File: config.mk
export PLATFORM = sky130hd
export DESIGN_NAME = trace_capture
export DESIGN_NICKNAME = d
export VERILOG_FILES = /design/src/rtl/trace_capture.sv
export SDC_FILE = /design/constraint.sdc
export NUM_CORES = 2
export LEC_CHECK = 0
export BUFFER_PORTS_ARGS = -buffer_cell sky130_fd_sc_hd__buf_2
export CAP_MARGIN = 20
export CORE_ASPECT_RATIO = 0.6
export CORE_MARGIN = 4
export CORE_UTILIZATION = 40
export DETAILED_ROUTE_END_ITERATION = 16
export PLACE_DENSITY = 0.67
export SYNTH_ARGS = -nofsm -noshare
export SYNTH_HDL_FRONTEND = slang
export SYNTH_SLANG_ARGS = --single-unit
export TNS_END_PERCENT = 5
File: constraint.sdc
create_clock -name clk -period 6.8 [get_ports clk]
set_clock_uncertainty 0.15 [all_clocks]
set_input_delay 1.02 -clock clk [delete_from_list [all_inputs] [get_ports clk]]
set_output_delay 1.02 -clock clk [all_outputs]
set_load 0.03 [all_outputs]
File: src/rtl/trace_capture.sv
// Commit/memory trace buffer: register-write and data-memory events are stamped
// with a free-running timestamp and queued in a first-word-fall-through FIFO.
module trace_capture #(
    parameter int DEPTH     = 16,
    parameter int ADDR_W    = 9,
    parameter int DATA_W    = 32,
    parameter int TS_W      = 16,
    parameter bit FILTER_X0 = 1'b1,
    localparam int ENTRY_W  = 2 + ADDR_W + DATA_W + TS_W,
    localparam int LVL_W    = $clog2(DEPTH) + 1
) (
    input  logic               clk,
    input  logic               reset,
    input  logic               clr,
    input  logic [2:0]         cfg_en,
    input  logic               reg_write_sig,
    input  logic [4:0]         reg_num,
    input  logic [DATA_W-1:0]  reg_data,
    input  logic               wr,
    input  logic               rd,
    input  logic [ADDR_W-1:0]  addr,
    input  logic [DATA_W-1:0]  wr_data,
    input  logic [DATA_W-1:0]  rd_data,
    output logic               out_valid,
    input  logic               out_ready,
    output logic [ENTRY_W-1:0] out_data,
    output logic [LVL_W-1:0]   level,
    output logic [15:0]        drop_cnt,
    output logic               overflow,
    output logic               conflict
);

    localparam int PTR_W = $clog2(DEPTH);

    typedef enum logic [1:0] {
        T_REG  = 2'b01,
        T_MEMW = 2'b10,
        T_MEMR = 2'b11
    } ev_type_e;

    typedef struct packed {
        logic [1:0]        typ;
        logic [ADDR_W-1:0] idx;
        logic [DATA_W-1:0] data;
        logic [TS_W-1:0]   ts;
    } entry_t;

    entry_t           mem [DEPTH];
    logic [PTR_W-1:0] wptr, rptr;
    logic [TS_W-1:0]  ts;

    logic             both, reg_ev, memw_ev, memr_ev, mem_ev, pop;
    logic [LVL_W-1:0] free;
    logic [1:0]       ok;
    logic [1:0]       n_push, n_drop;
    logic [16:0]      drop_sum;
    entry_t           reg_ent, mem_ent;

    assign both    = wr & rd;
    assign reg_ev  = reg_write_sig & cfg_en[0] & ~(FILTER_X0 & (reg_num == 5'd0));
    assign memw_ev = wr & ~rd & cfg_en[1];
    assign memr_ev = rd & ~wr & cfg_en[2];
    assign mem_ev  = memw_ev | memr_ev;

    // Free space is taken before this cycle's pop, so a pop never makes room
    // for a same-cycle push. Lane 0 (REG) always claims the first free slot.
    assign free  = LVL_W'(DEPTH) - level;
    assign ok[0] = reg_ev & (free != '0);
    assign ok[1] = mem_ev & (reg_ev ? (free >= LVL_W'(2)) : (free != '0));

    assign n_push   = {1'b0, ok[0]} + {1'b0, ok[1]};
    assign n_drop   = {1'b0, reg_ev & ~ok[0]} + {1'b0, mem_ev & ~ok[1]};
    assign drop_sum = {1'b0, drop_cnt} + {15'd0, n_drop};
    assign pop      = out_valid & out_ready;

    assign reg_ent.typ  = T_REG;
    assign reg_ent.idx  = ADDR_W'(reg_num);
    assign reg_ent.data = reg_data;
    assign reg_ent.ts   = ts;

    assign mem_ent.typ  = memw_ev ? T_MEMW : T_MEMR;
    assign mem_ent.idx  = addr;
    assign mem_ent.data = memw_ev ? wr_data : rd_data;
    assign mem_ent.ts   = ts;

    assign out_valid = (level != '0);
    assign out_data  = mem[rptr];

    // Storage carries no reset; occupancy alone decides what is valid.
    always_ff @(posedge clk) begin
        if (!clr) begin
            if (ok[0]) mem[wptr] <= reg_ent;
            if (ok[1]) mem[wptr + PTR_W'(ok[0])] <= mem_ent;
        end
    end

    always_ff @(posedge clk or posedge reset) begin
        if (reset) begin
            wptr     <= '0;
            rptr     <= '0;
            level    <= '0;
            ts       <= '0;
            drop_cnt <= '0;
            overflow <= 1'b0;
            conflict <= 1'b0;
        end else if (clr) begin
            wptr     <= '0;
            rptr     <= '0;
            level    <= '0;
            ts       <= '0;
            drop_cnt <= '0;
            overflow <= 1'b0;
            conflict <= 1'b0;
        end else begin
            wptr  <= wptr + PTR_W'(n_push);
            rptr  <= rptr + PTR_W'(pop);
            level <= level + LVL_W'(n_push) - LVL_W'(pop);
            ts    <= ts + 1'b1;
            drop_cnt <= drop_sum[16] ? 16'hFFFF : drop_sum[15:0];
            if (n_drop != 2'd0) overflow <= 1'b1;
            if (both)           conflict <= 1'b1;
        end
    end

endmodule

==> summary.txt <==
Drt
  • Routed vias/inst: 6.199
  • Remaining antenna violation count: 0
  • Vias: 33100
  • DRC Markers: 0
  • Detailed Routing Iterations Pass 1: 8
  • Starting DRT DRC Count: 5566
  • Drt wl/cell: 28.74 um
  • Final WL: 153500 um

Pwr
  • Sw Share: 30.16%
  • Clk network pwr share: 33.4%
  • Power Density: 281.4 nW/um^2
  • Leak pwr: 17.82 nW
  • Switching Power: 4.647 mW
  • Reg power frac: 45.7%
  • Int Power: 10.76 mW
  • Comb pwr share: 20.9%
  • Max IR drop VDD: 0.2086 mV

CTS
  • TritonCTS Buffers: 92
  • H-tree level count: 3
  • Clk buf depth: 3
  • Clk sinks: 991
  • Skew-Pair Late Insertion Delay: 0.70 ns
  • Post-CTS setup buffers: 0
  • Post-CTS Hold Fix Bufs: 0
  • TritonCTS clock tree: yes
  • Reg clk slew, reported paths: 0.07 ns
  • Post-CTS sizing: 0
  • Clock root cell: clkbuf_16

Worst setup path
  • Top Family by Delay on Critical Path: compound AO/OA/AOI/OAI gates
  • CP startpoint: level[0]
  • Max stage delay on crit path: 0.61 ns
  • Peak fanout along the critical path: 39
  • Crit. End Element: register
  • Critical path cell sequence: inv_1 -> ha_1 -> and2_1 -> ha_1 -> o2111ai_2 -> and2_1 -> ha_1 -> ha_1 -> xnor2_1 -> o2111ai_1 -> nor2_1 -> o21ai_2 -> o21ai_4 -> buf_4
  • CP most frequent cell: ha_1
  • Worst Setup Start Kind: register
  • RR Startpoint: level[0]
  • Worst path buffer plus inverter count: 2
  • CP max stage cell: o2111ai_1
  • Worst path arrival time: 5.58 ns
  • Worst Path Class, Setup: register to register
  • WP data required: 6.97 ns

STA
  • Relative slew slack: 19.17%
  • Unrepaired setup endpoints after global routing: false
  • Post-route clock period utilization: 79.56%
  • Final hold violation count: 0
  • Worst-Margin Slew: 1.210 ns
  • Min cycle time layout: 5.410 ns
  • Final TNS setup: 0 ns
  • Worst hold slack: 0.3053 ns
  • # setup viols final: 0
  • Max-slew violations: 0
  • Fmax: 184.8 MHz

Synthesis
  • Ys async rst share: 4.743%
  • Commonest register cell after synthesis: edfxtp_1
  • Mapped cell area: 49120 um^2
  • Ranking of synthesized cells by area: edfxtp_1, mux4_2, o21ai_0, nand3_1, and2_1
  • Synth top area share: 56.74%
  • Mapped Cells: 3666
  • Post-synthesis area per instance: 13.40 um^2
  • Number of flops mapped to enable cells by yosys: 928
  • Distinct cells, synth: 52
  • Sequential share of the synthesized area: 59.78%
  • #FFs+latches synth: 991
  • Syn_nets: 3811
  • Yosys Warn Count: 0
  • Leading area contributor after synthesis: edfxtp_1

Status
  • Run status: complete, no violations

Global routing
  • Total grt overflow: 0
  • Largest net degree at the start of global routing: 99
  • Vias in the first global route: 31870
  • Gr usage total: 23.61%
  • Initial antenna violation count: 16
  • First-pass GRT wire length: 224700 um

Floorplanning
  • Die Height: 279.4 um
  • Starting Density: 40.34%
  • Num ports: 203
  • DIE AREA: 128600 um^2
  • Die Wd: 460.4 um
  • Row cnt: 99
  • CORE AREA: 121800 um^2

Finish
  • Area growth syn-to-layout: 11.47%
  • Share of cells above drive strength 1: 21.87%
  • Area of the multi-input gates: 18300 um^2
  • Storage element area: 29380 um^2
  • Final #Nets: 3788
  • # fillers: 10760

Min path
  • HP Start: mem[6][58]
  • Hold Crit Class: register to register

Placed design
  • Detailed placement HPWL: 91160 um
  • Routability Congestion: 0.8596
  • Port Buffers: 202

Job
  • Max-cap violations: 0
[metal layers]
metal / track usage (%) / vias to the layer above / share of wire [%]
li1: - / 13900 / -
met1: 35.11 / 16450 / 41
met2: 33.24 / 2467 / 42
met3: 7.575 / 286 / 14
met4: 6.200 / 8 / 2.7
met5: 1.282 / - / 0.17
[final timing paths]
| kind | slack, ns | to | depth (start not counted) |
|---|---|---|---|
| min in group asynchronous | 0.37 | ts[6] | 3 |
| min | 0.31 | mem[6][58] | 2 |
| max reg2reg | 1.39 | mem[11][23] | 14 |
| max | 1.39 | mem[11][23] | 14 |
| max in group asynchronous | 5.53 | rptr[0] | 3 |
| min reg2reg | 0.31 | mem[6][58] | 2 |
[stage by stage]
step	power (mW)	instances	setup WS [ns]	cell area (um^2)	utilization (%)
6_report	15.41	5340	1.390	54750	44.97
5_1_grt	15.93	5335	1.202	54740	44.96
4_1_cts	15.43	5328	1.481	54640	44.87
3_5_place_dp	10.37	5160	1.341	51750	42.50
3_3_place_gp	10.34	5157	1.474	51730	42.48
2_1_floorplan	9.291	3666	1.232	49120	-
[registers in the layout, indices dropped and copies added, names as in the netlist]
name	cells
conflict	1
drop_cnt	16
level	5
mem	944
overflow	1
rptr	4
ts	16
wptr	4
[layout by cell type (no fill, tap or decap), drive strengths merged, types with 4 or more instances in the layout]
cell / count
o2111ai: 4
mux4: 295
diode: 7
nor3: 10
and3: 11
o211ai: 120
mux2i: 162
nand3: 370
a21boi: 5
nor2b: 12
ha: 22
dfrtp: 47
o22ai: 4
dfxtp: 16
buf: 313
clkinv: 44
or3: 5
xor2: 20
inv: 36
clkinvlp: 6
and2: 261
nor2: 131
bufinv: 4
clkbuf: 111
a21o: 7
xnor2: 15
o21ai: 509
a21oi: 24
nand2: 195
nor3b: 4
edfxtp: 928
nand4: 5
[synthesized netlist by cell type (all sizes together), types with 7 or more instances]
cell / count
a21oi: 24
xnor2: 15
ha: 22
nand3: 370
nor2: 131
o21ai: 509
xor2: 20
and3: 11
mux4: 295
o211ai: 120
mux2i: 162
dfxtp: 16
inv: 33
a21o: 7
dfrtp: 47
clkbuf: 301
buf: 129
nor2b: 12
nor3: 10
edfxtp: 928
nand2: 195
and2: 261
[cell type report]
type,instances,area share [%]
multi-input cells,2212,33.42
flip-flops and latches,991,53.66
diodes,7,0.03199
inverters,33,0.2262
well taps,1616,3.693
clock buffers,111,4.447
repair buffers,313,3.700
clock inverters,57,0.8273
[power groups by stage]
stage	sequential [mW]	combinational, mW	clock [mW]
3_3_place_gp	7.17	3.18	0
4_1_cts	7.04	3.21	5.18
5_1_grt	7.07	3.42	5.44
2_1_floorplan	7.08	2.21	0
3_5_place_dp	7.17	3.20	0
6_report	7.04	3.22	5.14
[cell families after synthesis]
family,Yosys count,share of synthesized area (%)
mux,460,16.90
buf+inv,463,3.882
flops,991,59.78
simple gates,1013,10.34
fa+ha+maj,25,0.6827
compound gates,679,7.782
xor+xnor,35,0.6241
[worst reg2reg max path, delay by kind of cell (launching register included)]
kind	cells	cell delay, ns
and+or+nand+nor	3	0.72
xor gates and xnor gates	1	0.36
adders and majority gates	4	0.99
DFF	1	0.43
buffers and inverters	2	0.65
AOI/OAI and AO/OA	4	1.66
(Power assumes the default switching activity.)
